[config.mk]
export PLATFORM = sky130hd
export DESIGN_NAME = muldiv_ctrl
export DESIGN_NICKNAME = d
export VERILOG_FILES = /design/src/rtl/muldiv_ctrl_pkg.sv /design/src/rtl/muldiv_iter.sv /design/src/rtl/muldiv_ctrl.sv
export SDC_FILE = /design/constraint.sdc
export NUM_CORES = 1
export LEC_CHECK = 0
export CORE_ASPECT_RATIO = 2
export CORE_MARGIN = 3
export CORE_UTILIZATION = 60
export CTS_BUF_LIST = sky130_fd_sc_hd__clkbuf_8
export CTS_CLUSTER_SIZE = 40
export DETAILED_ROUTE_END_ITERATION = 8
export PLACE_DENSITY = 0.87
export RECOVER_POWER = 50
export SLEW_MARGIN = 20
export SYNTH_ARGS = -nofsm -noshare
export SYNTH_HDL_FRONTEND = slang
export SYNTH_SLANG_ARGS = --single-unit
[constraint.sdc]
create_clock -name clk -period 9.45 [get_ports clk]
set_clock_uncertainty 0.05 [all_clocks]
set_input_delay 1.89 -clock clk [delete_from_list [all_inputs] [get_ports clk]]
set_output_delay 1.89 -clock clk [all_outputs]
set_load 0.005 [all_outputs]
[src/rtl/muldiv_ctrl_pkg.sv]
// Shared definitions for the HI/LO multiply/divide sequencer.
// Holds the R-type funct codes that the sequencer decodes and the
// sequencer state type.
package muldiv_ctrl_pkg;

  localparam logic [5:0] FUNCT_MFHI  = 6'h10;
  localparam logic [5:0] FUNCT_MTHI  = 6'h11;
  localparam logic [5:0] FUNCT_MFLO  = 6'h12;
  localparam logic [5:0] FUNCT_MTLO  = 6'h13;
  localparam logic [5:0] FUNCT_MULT  = 6'h18;
  localparam logic [5:0] FUNCT_MULTU = 6'h19;
  localparam logic [5:0] FUNCT_DIV   = 6'h1A;
  localparam logic [5:0] FUNCT_DIVU  = 6'h1B;

  typedef enum logic [1:0] {
    IDLE = 2'd0,
    RUN  = 2'd1,
    FIX  = 2'd2
  } muldiv_state_t;

  // True for the four funct codes that start an iterative operation.
  function automatic logic is_muldiv(input logic [5:0] f);
    return (f == FUNCT_MULT) || (f == FUNCT_MULTU) ||
           (f == FUNCT_DIV)  || (f == FUNCT_DIVU);
  endfunction

  // True for the two divide funct codes.
  function automatic logic is_div(input logic [5:0] f);
    return (f == FUNCT_DIV) || (f == FUNCT_DIVU);
  endfunction

  // True for the two signed funct codes.
  function automatic logic is_signed_op(input logic [5:0] f);
    return (f == FUNCT_MULT) || (f == FUNCT_DIV);
  endfunction

endpackage

[src/rtl/muldiv_iter.sv]
// Datapath for the iterative multiply/divide: a 2*WIDTH accumulator, the
// multiplicand/divisor register and the multiplier shift register, plus
// one shift-add (multiply) or shift-trial-subtract (divide) step per
// enabled cycle. Operands arrive as unsigned magnitudes.
//
// Ports:
//   clk, rst_n    clock, asynchronous active-low reset
//   i_load        latch i_a/i_b and the mode (i_div)
//   i_div         1 = restoring divide, 0 = shift-add multiply (at load)
//   i_step        perform one iteration this cycle
//   i_align       multiply only: after this step, shift the accumulator
//                 right by i_align_sh more places (early completion)
//   i_align_sh    extra right-shift amount used with i_align
//   i_a, i_b      multiplicand/dividend, multiplier/divisor magnitudes
//   o_hi, o_lo    accumulator halves: product, or {remainder, quotient}
//   o_rest_zero   multiplier bits above bit 0 are all zero
module muldiv_iter #(
  parameter int unsigned WIDTH = 32
) (
  input  logic                         clk,
  input  logic                         rst_n,
  input  logic                         i_load,
  input  logic                         i_div,
  input  logic                         i_step,
  input  logic                         i_align,
  input  logic [$clog2(WIDTH)-1:0]     i_align_sh,
  input  logic [WIDTH-1:0]             i_a,
  input  logic [WIDTH-1:0]             i_b,
  output logic [WIDTH-1:0]             o_hi,
  output logic [WIDTH-1:0]             o_lo,
  output logic                         o_rest_zero
);

  logic                 r_div;
  logic [2*WIDTH-1:0]   r_acc;
  logic [WIDTH-1:0]     r_d;
  logic [WIDTH-1:0]     r_mplier;

  logic [WIDTH-1:0]     w_hi;
  logic [WIDTH-1:0]     w_lo;
  logic [WIDTH:0]       w_addend;
  logic [WIDTH:0]       w_sum;
  logic [2*WIDTH-1:0]   w_mul_acc;
  logic [WIDTH:0]       w_rem_sh;
  logic [WIDTH:0]       w_diff;
  logic [2*WIDTH-1:0]   w_div_acc;
  logic [2*WIDTH-1:0]   w_acc_nx;

  always_comb begin
    w_hi      = r_acc[2*WIDTH-1:WIDTH];
    w_lo      = r_acc[WIDTH-1:0];
    // Multiply: add into the upper half with the carry kept, then shift
    // the whole WIDTH+1+WIDTH-1 bit result right by one.
    w_addend  = r_mplier[0] ? {1'b0, r_d} : '0;
    w_sum     = {1'b0, w_hi} + w_addend;
    w_mul_acc = {w_sum, w_lo[WIDTH-1:1]};
    // Divide: {rem,quo} << 1, then trial subtract in WIDTH+1 bits.
    w_rem_sh  = {w_hi, w_lo[WIDTH-1]};
    w_diff    = w_rem_sh - {1'b0, r_d};
    if (w_diff[WIDTH]) begin
      w_div_acc = {w_rem_sh[WIDTH-1:0], w_lo[WIDTH-2:0], 1'b0};
    end else begin
      w_div_acc = {w_diff[WIDTH-1:0], w_lo[WIDTH-2:0], 1'b1};
    end
    if (r_div) begin
      w_acc_nx = w_div_acc;
    end else if (i_align) begin
      w_acc_nx = w_mul_acc >> i_align_sh;
    end else begin
      w_acc_nx = w_mul_acc;
    end
  end

  always_ff @(posedge clk or negedge rst_n) begin
    if (!rst_n) begin
      r_div    <= 1'b0;
      r_acc    <= '0;
      r_d      <= '0;
      r_mplier <= '0;
    end else if (i_load) begin
      r_div    <= i_div;
      r_d      <= i_div ? i_b : i_a;
      r_mplier <= i_div ? '0 : i_b;
      r_acc    <= i_div ? {{WIDTH{1'b0}}, i_a} : '0;
    end else if (i_step) begin
      r_acc    <= w_acc_nx;
      r_mplier <= r_mplier >> 1;
    end
  end

  assign o_hi        = r_acc[2*WIDTH-1:WIDTH];
  assign o_lo        = r_acc[WIDTH-1:0];
  assign o_rest_zero = (r_mplier[WIDTH-1:1] == '0);

endmodule

[src/rtl/muldiv_ctrl.sv]
// HI/LO multiply/divide sequencer for the execute stage. Decodes
// MULT/MULTU/DIV/DIVU/MTHI/MTLO, runs a 32-step iterative operation in
// muldiv_iter, applies sign correction and commits to HI/LO.
//
// Ports:
//   clk          rising-edge clock
//   reset        asynchronous active-low reset
//   start        issue strobe, sampled only while idle
//   fncode       R-type funct of the issuing instruction
//   op_a, op_b   rs / rt values
//   busy         operation in flight
//   done         one-cycle pulse when HI/LO take a mul/div result
//   div_by_zero  one-cycle pulse with done for a divide by zero
//   hi, lo       architectural HI/LO
//
// Build option: define MULDIV_EARLY_TERM_EN to end a multiply as soon as
// the remaining multiplier bits are zero.
module muldiv_ctrl
  import muldiv_ctrl_pkg::*;
#(
  parameter int unsigned WIDTH = 32
) (
  input  logic             clk,
  input  logic             reset,
  input  logic             start,
  input  logic [5:0]       fncode,
  input  logic [WIDTH-1:0] op_a,
  input  logic [WIDTH-1:0] op_b,
  output logic             busy,
  output logic             done,
  output logic             div_by_zero,
  output logic [WIDTH-1:0] hi,
  output logic [WIDTH-1:0] lo
);

  localparam int unsigned     CW       = $clog2(WIDTH);
  localparam logic [CW-1:0]   CNT_LAST = CW'(WIDTH - 1);

  muldiv_state_t      r_state;
  muldiv_state_t      w_state_nx;
  logic [CW-1:0]      r_cnt;
  logic               r_is_div;
  logic               r_neg_q;
  logic               r_neg_r;
  logic               r_dbz;
  logic [WIDTH-1:0]   r_hi;
  logic [WIDTH-1:0]   r_lo;
  logic               r_done;
  logic               r_dbz_pulse;

  logic               w_is_md;
  logic               w_is_div;
  logic               w_a_neg;
  logic               w_b_neg;
  logic [WIDTH-1:0]   w_mag_a;
  logic [WIDTH-1:0]   w_mag_b;
  logic               w_load;
  logic               w_step;
  logic               w_align;
  logic [CW-1:0]      w_align_sh;
  logic               w_commit;
  logic               w_wr_hi;
  logic               w_wr_lo;
  logic [WIDTH-1:0]   w_it_hi;
  logic [WIDTH-1:0]   w_it_lo;
  logic               w_rest_zero;
  logic [2*WIDTH-1:0] w_prod;
  logic [WIDTH-1:0]   w_res_hi;
  logic [WIDTH-1:0]   w_res_lo;

  // Operand decode and magnitudes for the signed forms.
  always_comb begin
    w_is_md  = is_muldiv(fncode);
    w_is_div = is_div(fncode);
    w_a_neg  = is_signed_op(fncode) && op_a[WIDTH-1];
    w_b_neg  = is_signed_op(fncode) && op_b[WIDTH-1];
    w_mag_a  = w_a_neg ? (~op_a + 1'b1) : op_a;
    w_mag_b  = w_b_neg ? (~op_b + 1'b1) : op_b;
  end

  always_ff @(posedge clk or negedge reset) begin
    if (!reset) begin
      r_state <= IDLE;
    end else begin
      r_state <= w_state_nx;
    end
  end

  always_comb begin
    w_state_nx = r_state;
    w_load     = 1'b0;
    w_step     = 1'b0;
    w_align    = 1'b0;
    w_align_sh = '0;
    w_commit   = 1'b0;
    w_wr_hi    = 1'b0;
    w_wr_lo    = 1'b0;
    case (r_state)
      IDLE: begin
        if (start) begin
          if (w_is_md) begin
            w_load = 1'b1;
            if (w_is_div && (op_b == '0)) begin
              w_state_nx = FIX;
            end
`ifdef MULDIV_EARLY_TERM_EN
            else if (op_b == '0) begin
              w_state_nx = FIX;
            end
`endif
            else begin
              w_state_nx = RUN;
            end
          end else if (fncode == FUNCT_MTHI) begin
            w_wr_hi = 1'b1;
          end else if (fncode == FUNCT_MTLO) begin
            w_wr_lo = 1'b1;
          end
        end
      end
      RUN: begin
        w_step = 1'b1;
        if (r_cnt == CNT_LAST) begin
          w_state_nx = FIX;
        end
`ifdef MULDIV_EARLY_TERM_EN
        // Last useful multiplier bit consumed this step: the remaining
        // shifts are folded into a single alignment shift.
        if (!r_is_div && w_rest_zero) begin
          w_align    = 1'b1;
          w_align_sh = CNT_LAST - r_cnt;
          w_state_nx = FIX;
        end
`endif
      end
      FIX: begin
        w_commit   = 1'b1;
        w_state_nx = IDLE;
      end
      default: w_state_nx = IDLE;
    endcase
  end

`ifndef MULDIV_EARLY_TERM_EN
  logic w_unused_rest;
  assign w_unused_rest = w_rest_zero;
`endif

  always_ff @(posedge clk or negedge reset) begin
    if (!reset) begin
      r_cnt <= '0;
    end else if (w_load) begin
      r_cnt <= '0;
    end else if (w_step) begin
      r_cnt <= (w_state_nx == RUN) ? r_cnt + 1'b1 : '0;
    end
  end

  always_ff @(posedge clk or negedge reset) begin
    if (!reset) begin
      r_is_div <= 1'b0;
      r_neg_q  <= 1'b0;
      r_neg_r  <= 1'b0;
      r_dbz    <= 1'b0;
    end else if (w_load) begin
      r_is_div <= w_is_div;
      r_neg_q  <= w_a_neg ^ w_b_neg;
      r_neg_r  <= w_a_neg;
      r_dbz    <= w_is_div && (op_b == '0);
    end
  end

  muldiv_iter #(
    .WIDTH (WIDTH)
  ) u_iter (
    .clk         (clk),
    .rst_n       (reset),
    .i_load      (w_load),
    .i_div       (w_is_div),
    .i_step      (w_step),
    .i_align     (w_align),
    .i_align_sh  (w_align_sh),
    .i_a         (w_mag_a),
    .i_b         (w_mag_b),
    .o_hi        (w_it_hi),
    .o_lo        (w_it_lo),
    .o_rest_zero (w_rest_zero)
  );

  // Sign correction: product and quotient follow sign(a)^sign(b),
  // remainder follows sign(a).
  always_comb begin
    w_prod = {w_it_hi, w_it_lo};
    if (r_neg_q) begin
      w_prod = ~w_prod + 1'b1;
    end
    if (r_is_div) begin
      w_res_hi = r_neg_r ? (~w_it_hi + 1'b1) : w_it_hi;
      w_res_lo = r_neg_q ? (~w_it_lo + 1'b1) : w_it_lo;
    end else begin
      w_res_hi = w_prod[2*WIDTH-1:WIDTH];
      w_res_lo = w_prod[WIDTH-1:0];
    end
  end

  always_ff @(posedge clk or negedge reset) begin
    if (!reset) begin
      r_hi        <= '0;
      r_lo        <= '0;
      r_done      <= 1'b0;
      r_dbz_pulse <= 1'b0;
    end else begin
      r_done      <= 1'b0;
      r_dbz_pulse <= 1'b0;
      if (w_wr_hi) begin
        r_hi <= op_a;
      end
      if (w_wr_lo) begin
        r_lo <= op_a;
      end
      if (w_commit) begin
        r_done <= 1'b1;
        if (r_dbz) begin
          r_dbz_pulse <= 1'b1;
        end else begin
          r_hi <= w_res_hi;
          r_lo <= w_res_lo;
        end
      end
    end
  end

  assign busy        = (r_state != IDLE);
  assign done        = r_done;
  assign div_by_zero = r_dbz_pulse;
  assign hi          = r_hi;
  assign lo          = r_lo;

endmodule

[Word level (Yosys, flattened, before mapping)]
Cells that the tools add are included.
Storage, ports and cells
  input bits: 73
  logic and storage cells: 97
  bits in registers: 205
  output and inout port bits: 67
Cells by class
  bitwise gates (word level): 6
  mux-type cells: 48
  equal/unequal tests: 10
  reduce and logical (&&, ||, !) cells: 12
  $add $sub $neg: 8
Operator list (number)
  $mux W32: 18
  $mux W64: 5
  $add A32 B1 Y32 const B: 4
  $not A32 Y32: 4
  $add A64 B1 Y64 const B: 1
  $not A64 Y64: 1
  $eq A6 B5 Y1 const B: 6
  $add A32 B33 Y33: 1
  $sub A33 B32 Y33: 1
  $logic_not A32 Y1: 1
  $mux W1: 17
  $mux W5: 3
  $mux W2: 4
  $add A5 B1 Y5 const B: 1
  $eq A5 B5 Y1 const B: 1
  $logic_or A1 B1 Y1: 5
  $eq A2 B1 Y1 const B: 2
  $pmux W2 S2: 1
  $reduce_bool A2 Y1: 2
  $logic_and A1 B1 Y1: 3
  $eq A2 B2 Y1 const B: 1
  $logic_not A2 Y1: 1
  $xor A1 B1 Y1: 1

[Longest topological paths before layout]
Gate-level depths: netlist of the first run.
  depth after elaboration: 11
  gate-level depth with buffers: 13
  gate-level depth less buffers: 13

[Hierarchy]
Synthesis of the first run repeated with hierarchy kept, for this count alone.
Second synthesis, totals
  cells, all modules: 2758
  area total of the unflattened synthesis: 21994.8 sq um
Modules (own cells, without submodules)
  muldiv_iter: area an instance 15227.1 sq um, times used 1, cells each 1924, sequential area each 3228.1 sq um
  muldiv_ctrl: area an instance 6767.7 sq um, times used 1, cells each 834, sequential area each 1926.8 sq um

[Worst setup path before layout of the first run]
OpenSTA, ideal clock, no wires.
  path kind: in2reg
  start point: input op_b[11]
  end point: register u_iter.r_d[25]
  buffers on the path: 0
  stages on the path: 9
  setup slack: 5.170 ns
  data required time: 9.279 ns
  data arrival time: 4.109 ns
  library setup time: 0.121 ns
  path through: or4_1 or4_1 nor3_1 nand2_1 nor4_1 nor2_1 xnor2_1 nand2_1 a22o_1
On the way
  cells in the longest elaborated chain, start to end: 4
Ends and longest elaborated chain
  from (decl): line muldiv_ctrl.sv:28  | input logic [WIDTH-1:0] op_b,
  $not A32 Y32: line muldiv_ctrl.sv:78  | w_mag_b = w_b_neg ? (~op_b + 1'b1) : op_b;
  $add A32 B1 Y32: line muldiv_ctrl.sv:78
  $mux W32: line muldiv_ctrl.sv:78
  $mux W32: line muldiv_iter.sv:82  | r_d <= i_div ? i_b : i_a;
  to (signal assigned): line muldiv_iter.sv:82
  to (decl): line muldiv_iter.sv:36  | logic [WIDTH-1:0] r_d;
Every way passes these cells.
A chain may end at the register's enable or synchronous reset.

==> summary.md, run 1 <==
| Metric | Value |
|---|---|
| CP Buf/Inv Count | `2` |
| Count of synthesis-stage warnings from yosys | `0` |
| Cell area power density | `328 nW/um^2` |
| TritonRoute pass-1 iters | `8` |
| Path depth of the worst reg2reg path | `13` |
| Routed via count divided by cell count | `7.01` |
| Crit path capture type | `async pin` |
| Upper clock frequency limit | `0.188 GHz` |
| Leak Pwr | `7.66 nW` |
| Fill cell instance count of the final layout | `2131` |
| Post-CTS Resized | `0` |
| DP Cell Count | `2349` |
| Accumulated negative setup slack | `0 ps` |
| Class of the tightest hold or removal check | `flop to flop` |
| Required time worst endpoint | `10020 ps` |
| Finished layout cell area | `18500 um^2` |
| Fin util | `0.700` |
| Number of endpoints with negative hold slack in the final report | `0` |
| Slowest stage cell on the critical path | `sky130_fd_sc_hd__clkbuf_1` |
| Number of antenna violations at the first check in global routing | `2` |
| Worst min-delay path startpoint | `r_cnt[2]` |
| CTS sink count | `205` |
| Capture instance of the worst register-to-register path | `u_iter.r_acc[59]` |
| TritonCTS buffer count | `30` |
| CORE AREA | `26500 um^2` |
| Post-route fraction of the period consumed by the critical path | `0.562` |
| DP Wirelength | `~47000 um` |
| Clock root buffer | `sky130_fd_sc_hd__clkbuf_8` |
| Peak per-stage delay on the critical path | `2760 ps` |
| Detailed Route WL | `63100 um` |
| Element type at the critical path start | `primary input` |
| Critical Path Fanout Max | `between 70 and 80` |
| Sink of the worst hold path | `r_cnt[2]` |
| Unrepaired setup endpoints after global routing | `false` |
| Violated checks | `max-capacitance violations, max-slew violations` |
| Port Buffer Count | `139` |
| Data arrival, critical path | `5880 ps` |
| PnR Total Power | `6.08 mW` |
| Worst vdd rail ir drop | `approximately 0.18 mV` |
| Final nets | `2183` |
| Total via count after detailed routing | `between 15000 and 20000` |
| Clock Path Buffers | `3` |
| Most frequent standard cell in the layout excluding fill and tap cells | `sky130_fd_sc_hd__dfrtp_1` |
| Max Slew Vio Count | `roughly 140` |
| Fraction of layout cells with a size suffix above 1 | `0.0519` |
| Layout-stage area growth over the synthesis result | `14.0%` |
| Number of DRC markers in iteration 0 | `between 1500 and 2000` |
| Area enclosed by the die boundary | `29300 um^2` |
| Register bit total from synthesis | `205` |
| Num ports | `140` |
| Multi-input gate area | `10500 um^2` |
| Commonest cells after routing, fill and taps aside | `sky130_fd_sc_hd__dfrtp_1, sky130_fd_sc_hd__nand2_1, sky130_fd_sc_hd__o21ai_0` |
| MaxCap Viol Count | `3` |
| Clock Latency Late Sink | `650 ps` |
| Count of antenna-violating nets left after detailed routing | `0` |
| Post-Syn Instances | `about 2000` |
| WL/cell | `26.2 um` |
| Number of enable-type register cells in the synthesized netlist | `0` |
| Number of setup violations in the final report | `0` |
| CP top delay family | `buffers and inverters` |
| Reg2reg setup slack | `4800 ps` |
| Post-placement cell area | `17900 um^2` |
| Post-Route Hold Slack | `479 ps` |
| Time the worst path needs with I/O delays and setup | `5320 ps` |
| Row count | `84` |
| Slew headroom | `-1.67` |
| Syn Area/Cell | `8.31 um^2` |
| Wire length of the first global-routing pass | `95900 um` |
| Number of levels in the clock H-tree | `1` |
| Critical path cell sequence | `clkbuf_1 -> buf_4` |
| GP Congestion | `1.10` |
| Number of hold buffers added after cts | `0` |
| Count of placed standard cells in the final layout, fillers left out | `between 2000 and 2500` |
| Maximum number of pins on one net before global-route repair | `86` |
| Die boundary width | `122 um` |
| Vias in the first global route | `around 17000` |
| Post-synth design cell area | `16300 um^2` |
| Global Route Usage Sum | `0.428` |
| CTS tree | `built` |
| DRC Markers | `0` |
| Nets in the synthesized netlist | `2103` |
| Library cells used by synthesis | `70` |
| Effective utilization at floorplan | `0.615` |
| Seq/Total Area, Yosys | `0.315` |
| Launch point of the worst reg-to-reg path | `u_iter.r_mplier[0]` |
| Pre-CTS setup slack | `4110 ps` |
| Area taken by flip-flops and latches | `5130 um^2` |
| Die Y-Extent | `239 um` |
| Clock-pin slew on the worst setup and hold paths | `70 ps` |
| Pin slew with the least headroom to its limit | `4010 ps` |
| Classification of the worst setup path | `primary input to async pin` |
| Min setup slack post-route | `4130 ps` |
| Run status | `finished, violations left` |
| Synth Flop Type | `sky130_fd_sc_hd__dfrtp_1` |
| Remaining global-route overflow | `0` |
| Fraction of registers with async set/reset | `1.00` |
| Setup Fix Bufs, Post-CTS | `0` |
| Worst hold path cell count | `1` |
==> power breakdown <==
part           switching (mW)  internal (mW)
Clock                   0.392          0.440
Sequential              0.502           1.17
Combinational            2.09           1.50
Total                    2.98           3.10
==> worst max-delay path by stage <==
stage / cells after the start / start / end / slack [ps]
2_1_floorplan: 9 / op_b[11] / u_iter.r_d[25] / 5170
3_3_place_gp: 10 / op_b[10] / u_iter.r_d[25] / 4120
3_5_place_dp: 10 / op_b[10] / u_iter.r_d[25] / 4110
4_1_cts: 9 / op_b[10] / u_iter.r_d[29] / 4760
5_1_grt: 2 / reset / u_iter.r_div / 3340
6_report: 2 / reset / lo[4] / 4130
==> metal layers <==
metal  track usage  share of wire  routed length, um  up-vias
met4         0.380           0.12               7340        2
li1              -              -                  -     7278
met2         0.725           0.49              30700     1143
met5             0        0.00019                 12        -
met3        0.0961          0.087               5480      479
met1         0.430           0.31              19600     7961
==> sequential cells by signal, summed over array words and instances (netlist names), 2 cells and up <==
signal           cells
u_iter.r_mplier     32
hi                  32
lo                  32
r_state              2
r_cnt                5
u_iter.r_acc        64
u_iter.r_d          32
==> cell type report <==
class	count	area share
timing repair buffer	162	0.0836
antenna	1	0.000135
inverter	59	0.0119
tap	344	0.0232
sequential	205	0.277
clock inverter	19	0.00924
multi-input combinational	1580	0.568
clock buffer	37	0.0275
==> cell families (layout without fill, tap and decap cells) <==
family	after synthesis	count (layout)	synth area share
mux	142	142	0.0878
other cells	0	1	0
fa+ha+maj	72	72	0.0563
flops	205	205	0.315
compound gates	612	612	0.235
simple gates	579	579	0.171
xor+xnor	175	175	0.0942
buf+inv	173	277	0.0407
==> cells in the mapped netlist (11+ instances only) <==
| master | number | area share |
|---|---|---|
| sky130_fd_sc_hd__a211oi_1 | 16 | 0.0074 |
| sky130_fd_sc_hd__a21o_1 | 31 | 0.014 |
| sky130_fd_sc_hd__a21oi_1 | 157 | 0.048 |
| sky130_fd_sc_hd__a22oi_1 | 20 | 0.0092 |
| sky130_fd_sc_hd__a31oi_1 | 16 | 0.0061 |
| sky130_fd_sc_hd__and2_1 | 41 | 0.016 |
| sky130_fd_sc_hd__and3_1 | 14 | 0.0054 |
| sky130_fd_sc_hd__buf_1 | 17 | 0.0039 |
| sky130_fd_sc_hd__clkbuf_1 | 91 | 0.021 |
| sky130_fd_sc_hd__dfrtp_1 | 205 | 0.32 |
| sky130_fd_sc_hd__ha_1 | 70 | 0.054 |
| sky130_fd_sc_hd__inv_1 | 59 | 0.014 |
| sky130_fd_sc_hd__mux2i_1 | 136 | 0.084 |
| sky130_fd_sc_hd__nand2_1 | 194 | 0.045 |
| sky130_fd_sc_hd__nand2b_1 | 19 | 0.0073 |
| sky130_fd_sc_hd__nand3_1 | 19 | 0.0058 |
| sky130_fd_sc_hd__nand4_1 | 11 | 0.0042 |
| sky130_fd_sc_hd__nor2_1 | 145 | 0.033 |
| sky130_fd_sc_hd__nor2b_1 | 20 | 0.0077 |
| sky130_fd_sc_hd__nor3_1 | 37 | 0.011 |
| sky130_fd_sc_hd__nor4_1 | 15 | 0.0058 |
| sky130_fd_sc_hd__o211ai_1 | 22 | 0.010 |
| sky130_fd_sc_hd__o21a_1 | 11 | 0.0051 |
| sky130_fd_sc_hd__o21ai_0 | 181 | 0.056 |
| sky130_fd_sc_hd__o221ai_1 | 15 | 0.0081 |
| sky130_fd_sc_hd__o22a_1 | 28 | 0.015 |
| sky130_fd_sc_hd__o22ai_1 | 31 | 0.012 |
| sky130_fd_sc_hd__o31ai_1 | 21 | 0.0097 |
| sky130_fd_sc_hd__o41ai_1 | 11 | 0.0059 |
| sky130_fd_sc_hd__or3_1 | 23 | 0.0088 |
| sky130_fd_sc_hd__or4_1 | 15 | 0.0069 |
| sky130_fd_sc_hd__xnor2_1 | 104 | 0.056 |
| sky130_fd_sc_hd__xor2_1 | 71 | 0.038 |
Note: power is estimated with default switching activity, not from simulation.
==> run 2, diff against run 1 <==
--- a/config.mk
+++ b/config.mk
@@ -7,11 +7,11 @@
 export LEC_CHECK = 0
 export CORE_ASPECT_RATIO = 2
 export CORE_MARGIN = 3
-export CORE_UTILIZATION = 60
+export CORE_UTILIZATION = 55
 export CTS_BUF_LIST = sky130_fd_sc_hd__clkbuf_8
 export CTS_CLUSTER_SIZE = 40
 export DETAILED_ROUTE_END_ITERATION = 8
-export PLACE_DENSITY = 0.87
+export PLACE_DENSITY = 0.84
 export RECOVER_POWER = 50
 export SLEW_MARGIN = 20
 export SYNTH_ARGS = -nofsm -noshare
==> constraint.sdc (replaced) <==
create_clock -name clk -period 4.3 [get_ports clk]
set_clock_uncertainty 0.05 [all_clocks]
set_input_delay 0.86 -clock clk [delete_from_list [all_inputs] [get_ports clk]]
set_output_delay 0.86 -clock clk [all_outputs]
set_load 0.005 [all_outputs]
==> run 2 against run 1 <==
Compared with the run above: the flow still finishes with violations (max-capacitance violations, max-slew violations); setup slack lost 3800 ps; sequential power is 110% higher; clock power is 120% higher; highest routed layer is now met4.
==> summary.md, run 2 (synthesis results as in run 1) <==
| Metric | Value |
|---|---|
| Classification of the worst setup path | `primary input to flop` |
| Global routing met3 resource utilization | `0.0702 (-0.0260)` |
| Sequential share of power | `0.252 (-0.022)` |
| Number of cells on the critical path | `6 (+4)` |
| Number of DRC markers in iteration 0 | `1703 (-12%)` |
| Count of antenna-violating nets left after detailed routing | `0 (unchanged)` |
| Clock root buffer | `sky130_fd_sc_hd__clkbuf_8` |
| Clock Path Buffers | `3 (unchanged)` |
| GP Congestion | `1.10 (+0.20%)` |
| Total via count after detailed routing | `16800 (-0.25%)` |
| CTS tree | `built` |
| Number of hold buffers added after cts | `0 (unchanged)` |
| PnR Total Power | `13.7 mW (+120%)` |
| Time the worst path needs with I/O delays and setup | `between 3000 and 4000 ps` |
| Maximum number of pins on one net before global-route repair | `102 (+19%)` |
| Count of placed standard cells in the final layout, fillers left out | `2470 (+2.6%)` |
| Fraction of power spent switching nets | `0.484 (-0.00564)` |
| Launch point of the worst reg-to-reg path | `u_iter.r_mplier[0]` |
| Number of levels in the clock H-tree | `1 (unchanged)` |
| Critical path cell sequence | `dlygate4sd3_1 -> nand4bb_1 -> nor2_1 -> nor2_1 -> a22oi_1 -> o21ai_0` |
| Pre-CTS setup slack | `201 ps (-3910 ps)` |
| CORE AREA | `29000 um^2 (+9.3%)` |
| Fill cell instance count of the final layout | `2435 (+14%)` |
| Port Buffer Count | `139 (unchanged)` |
| DP Cell Count | `2418 (+2.9%)` |
| Met2 track demand over resource in global routing | `0.679 (-0.0460)` |
| Crit path capture type | `flop` |
| Vias in the first global route | `17000 (+0.98%)` |
| Row count | `88 (+4.8%)` |
| Wire length of the first global-routing pass | `96300 um (+0.46%)` |
| Register name with the most flops | `u_iter.r_acc` |
| WL/cell | `26.1 um (-0.43%)` |
| Power spent charging and discharging nets | `6.63 mW (+120%)` |
| Routed via count divided by cell count | `6.81 (-2.8%)` |
| MaxCap Viol Count | `3 (unchanged)` |
| Slowest stage cell on the critical path | `sky130_fd_sc_hd__nor2_1` |
| Worst vdd rail ir drop | `0.437 mV (+140%)` |
| Effective utilization at floorplan | `0.562 (-0.0525)` |
| Layer with the highest usage after global routing | `met2` |
| Commonest cells after routing, fill and taps aside | `sky130_fd_sc_hd__dfrtp_1, sky130_fd_sc_hd__nand2_1, sky130_fd_sc_hd__o21ai_0` |
| Clock Latency Late Sink | `640 ps (about the same)` |
| Upper clock frequency limit | `0.251 GHz` |
| Remaining global-route overflow | `0 (unchanged)` |
| Most frequent standard cell in the layout excluding fill and tap cells | `sky130_fd_sc_hd__dfrtp_1` |
| Die boundary width | `128 um (+4.2%)` |
| Area enclosed by the die boundary | `31800 um^2 (+8.7%)` |
| Number of setup violations in the final report | `0 (unchanged)` |
| Cell area power density | `723 nW/um^2 (+120%)` |
| Unrepaired setup endpoints after global routing | `false` |
| Capture instance of the worst register-to-register path | `u_iter.r_acc[58]` |
| Violated checks | `max-capacitance violations, max-slew violations` |
| Leak Pwr | `7.89 nW (+2.9%)` |
| GR met1 Demand/Resource | `0.387 (-0.0427)` |
| Detailed Route WL | `64400 um (+2.2%)` |
| Number of flip-flops under the largest register name | `64 (unchanged)` |
| Min setup slack post-route | `322 ps (-3810 ps)` |
| Die Y-Extent | `249 um (+4.3%)` |
| Layout-stage area growth over the synthesis result | `16.3%` |
| CP Buf/Inv Count | `1 (-1)` |
| DP Wirelength | `49200 um (+5.3%)` |
| Number of endpoints with negative hold slack in the final report | `0 (unchanged)` |
| Reg2reg setup slack | `360 ps (-4440 ps)` |
| Path depth of the worst reg2reg path | `12 (-1)` |
| Accumulated negative setup slack | `0 ps (unchanged)` |
| Pin slew with the least headroom to its limit | `2850 ps (-1150 ps)` |
| Peak per-stage delay on the critical path | `2090 ps (-670 ps)` |
| Final nets | `2234 (+2.3%)` |
| CTS sink count | `205 (unchanged)` |
| TritonCTS buffer count | `29 (-3.3%)` |
| Num ports | `140 (unchanged)` |
| Max Slew Vio Count | `173 (+25%)` |
| Post-CTS Resized | `0 (unchanged)` |
| Slew headroom | `-0.910 (+0.763)` |
| Global Route Usage Sum | `0.393 (-0.0350)` |
| Power share of the combinational group | `0.616 (+0.027)` |
| Post-route fraction of the period consumed by the critical path | `0.925` |
| CP top delay family | `simple AND/OR/NAND/NOR gates` |
| Element type at the critical path start | `primary input` |
| Critical Path Fanout Max | `35 (-54%)` |
| Fraction of layout cells with a size suffix above 1 | `0.0697 (+0.0178)` |
| Class of the tightest hold or removal check | `flop to flop` |
| Clock-pin slew on the worst setup and hold paths | `70 ps (about the same)` |
| Most common cell on crit path | `sky130_fd_sc_hd__nor2_1` |
| Data arrival, critical path | `4470 ps (-1410 ps)` |
| Launching element of the worst setup path | `fncode[3]` |
| TritonRoute pass-1 iters | `8 (unchanged)` |
| Run status | `finished, violations left` |
| Capture point of the critical path | `u_iter.r_acc[39]` |
| Required time worst endpoint | `4800 ps (-5220 ps)` |
| Setup Fix Bufs, Post-CTS | `0 (unchanged)` |
| Cell internal pwr | `7.06 mW (+130%)` |
| DRC Markers | `0 (unchanged)` |
| Clock share of power | `0.132 (-0.005)` |
| Number of antenna violations at the first check in global routing | `1 (-1)` |
run 2: cell types whose count changed in the layout (fill, tap and decap cells not counted), sizes merged:
cell	delta
buf	+48
clkdlybuf4s50	-17
dlygate4sd3	+17
clkinv	-7
clkbuf	+4
inv	+2
run 2: cell type report:
class / instances / area, um^2 / area share
antenna: 1 / 2.50 / 0.000132
clock buffer: 37 / 509 / 0.0269
clock inverter: 14 / 139 / 0.00733
inverter: 59 / 221 / 0.0117
multi-input combinational: 1580 / 10500 / 0.555
sequential: 205 / 5130 / 0.271
tap: 360 / 450 / 0.0238
timing repair buffer: 214 / 1970 / 0.104
run 2: how the worst min path moves through the flow:
stage	cells after the start	slack [ps]	from	endpoint
2_1_floorplan	1	400	r_state[1]	r_state[1]
3_3_place_gp	1	440	r_cnt[4]	r_cnt[4]
3_5_place_dp	1	460	r_cnt[4]	r_cnt[4]
4_1_cts	1	350	reset	u_iter.r_d[21]
5_1_grt	1	490	r_cnt[2]	r_cnt[2]
6_report	1	480	r_cnt[4]	r_cnt[4]
run 2: power by group through the flow:
stage | sequential (mW) | combinational [mW] | clock (mW)
floorplan | 3.10 | 5.77 | 0
global placement | 3.40 | 7.97 | 0
detailed placement | 3.42 | 8.17 | 0
CTS | 3.39 | 8.22 | 1.79
global route | 3.49 | 9.08 | 1.87
finish | 3.45 | 8.42 | 1.81
run 2: per-stage QoR:
stage | utilization | hold slack (ps) | area, um^2
after floorplan | - | 397 | 16300
after global placement | 0.633 | 440 | 18300
after detailed placement | 0.633 | 463 | 18300
after CTS | 0.656 | 354 | 19000
after global routing | 0.654 | 488 | 18900
final | 0.654 | 478 | 18900
run 2: layer usage:
metal / vias up / part of all wire / wire length, um
met4: 0 / 0.12 / 7520
met1: 7940 / 0.31 / 19900
met5: - / 0 / 0
met2: 1090 / 0.50 / 32000
li1: 7358 / - / -
met3: 432 / 0.078 / 5040
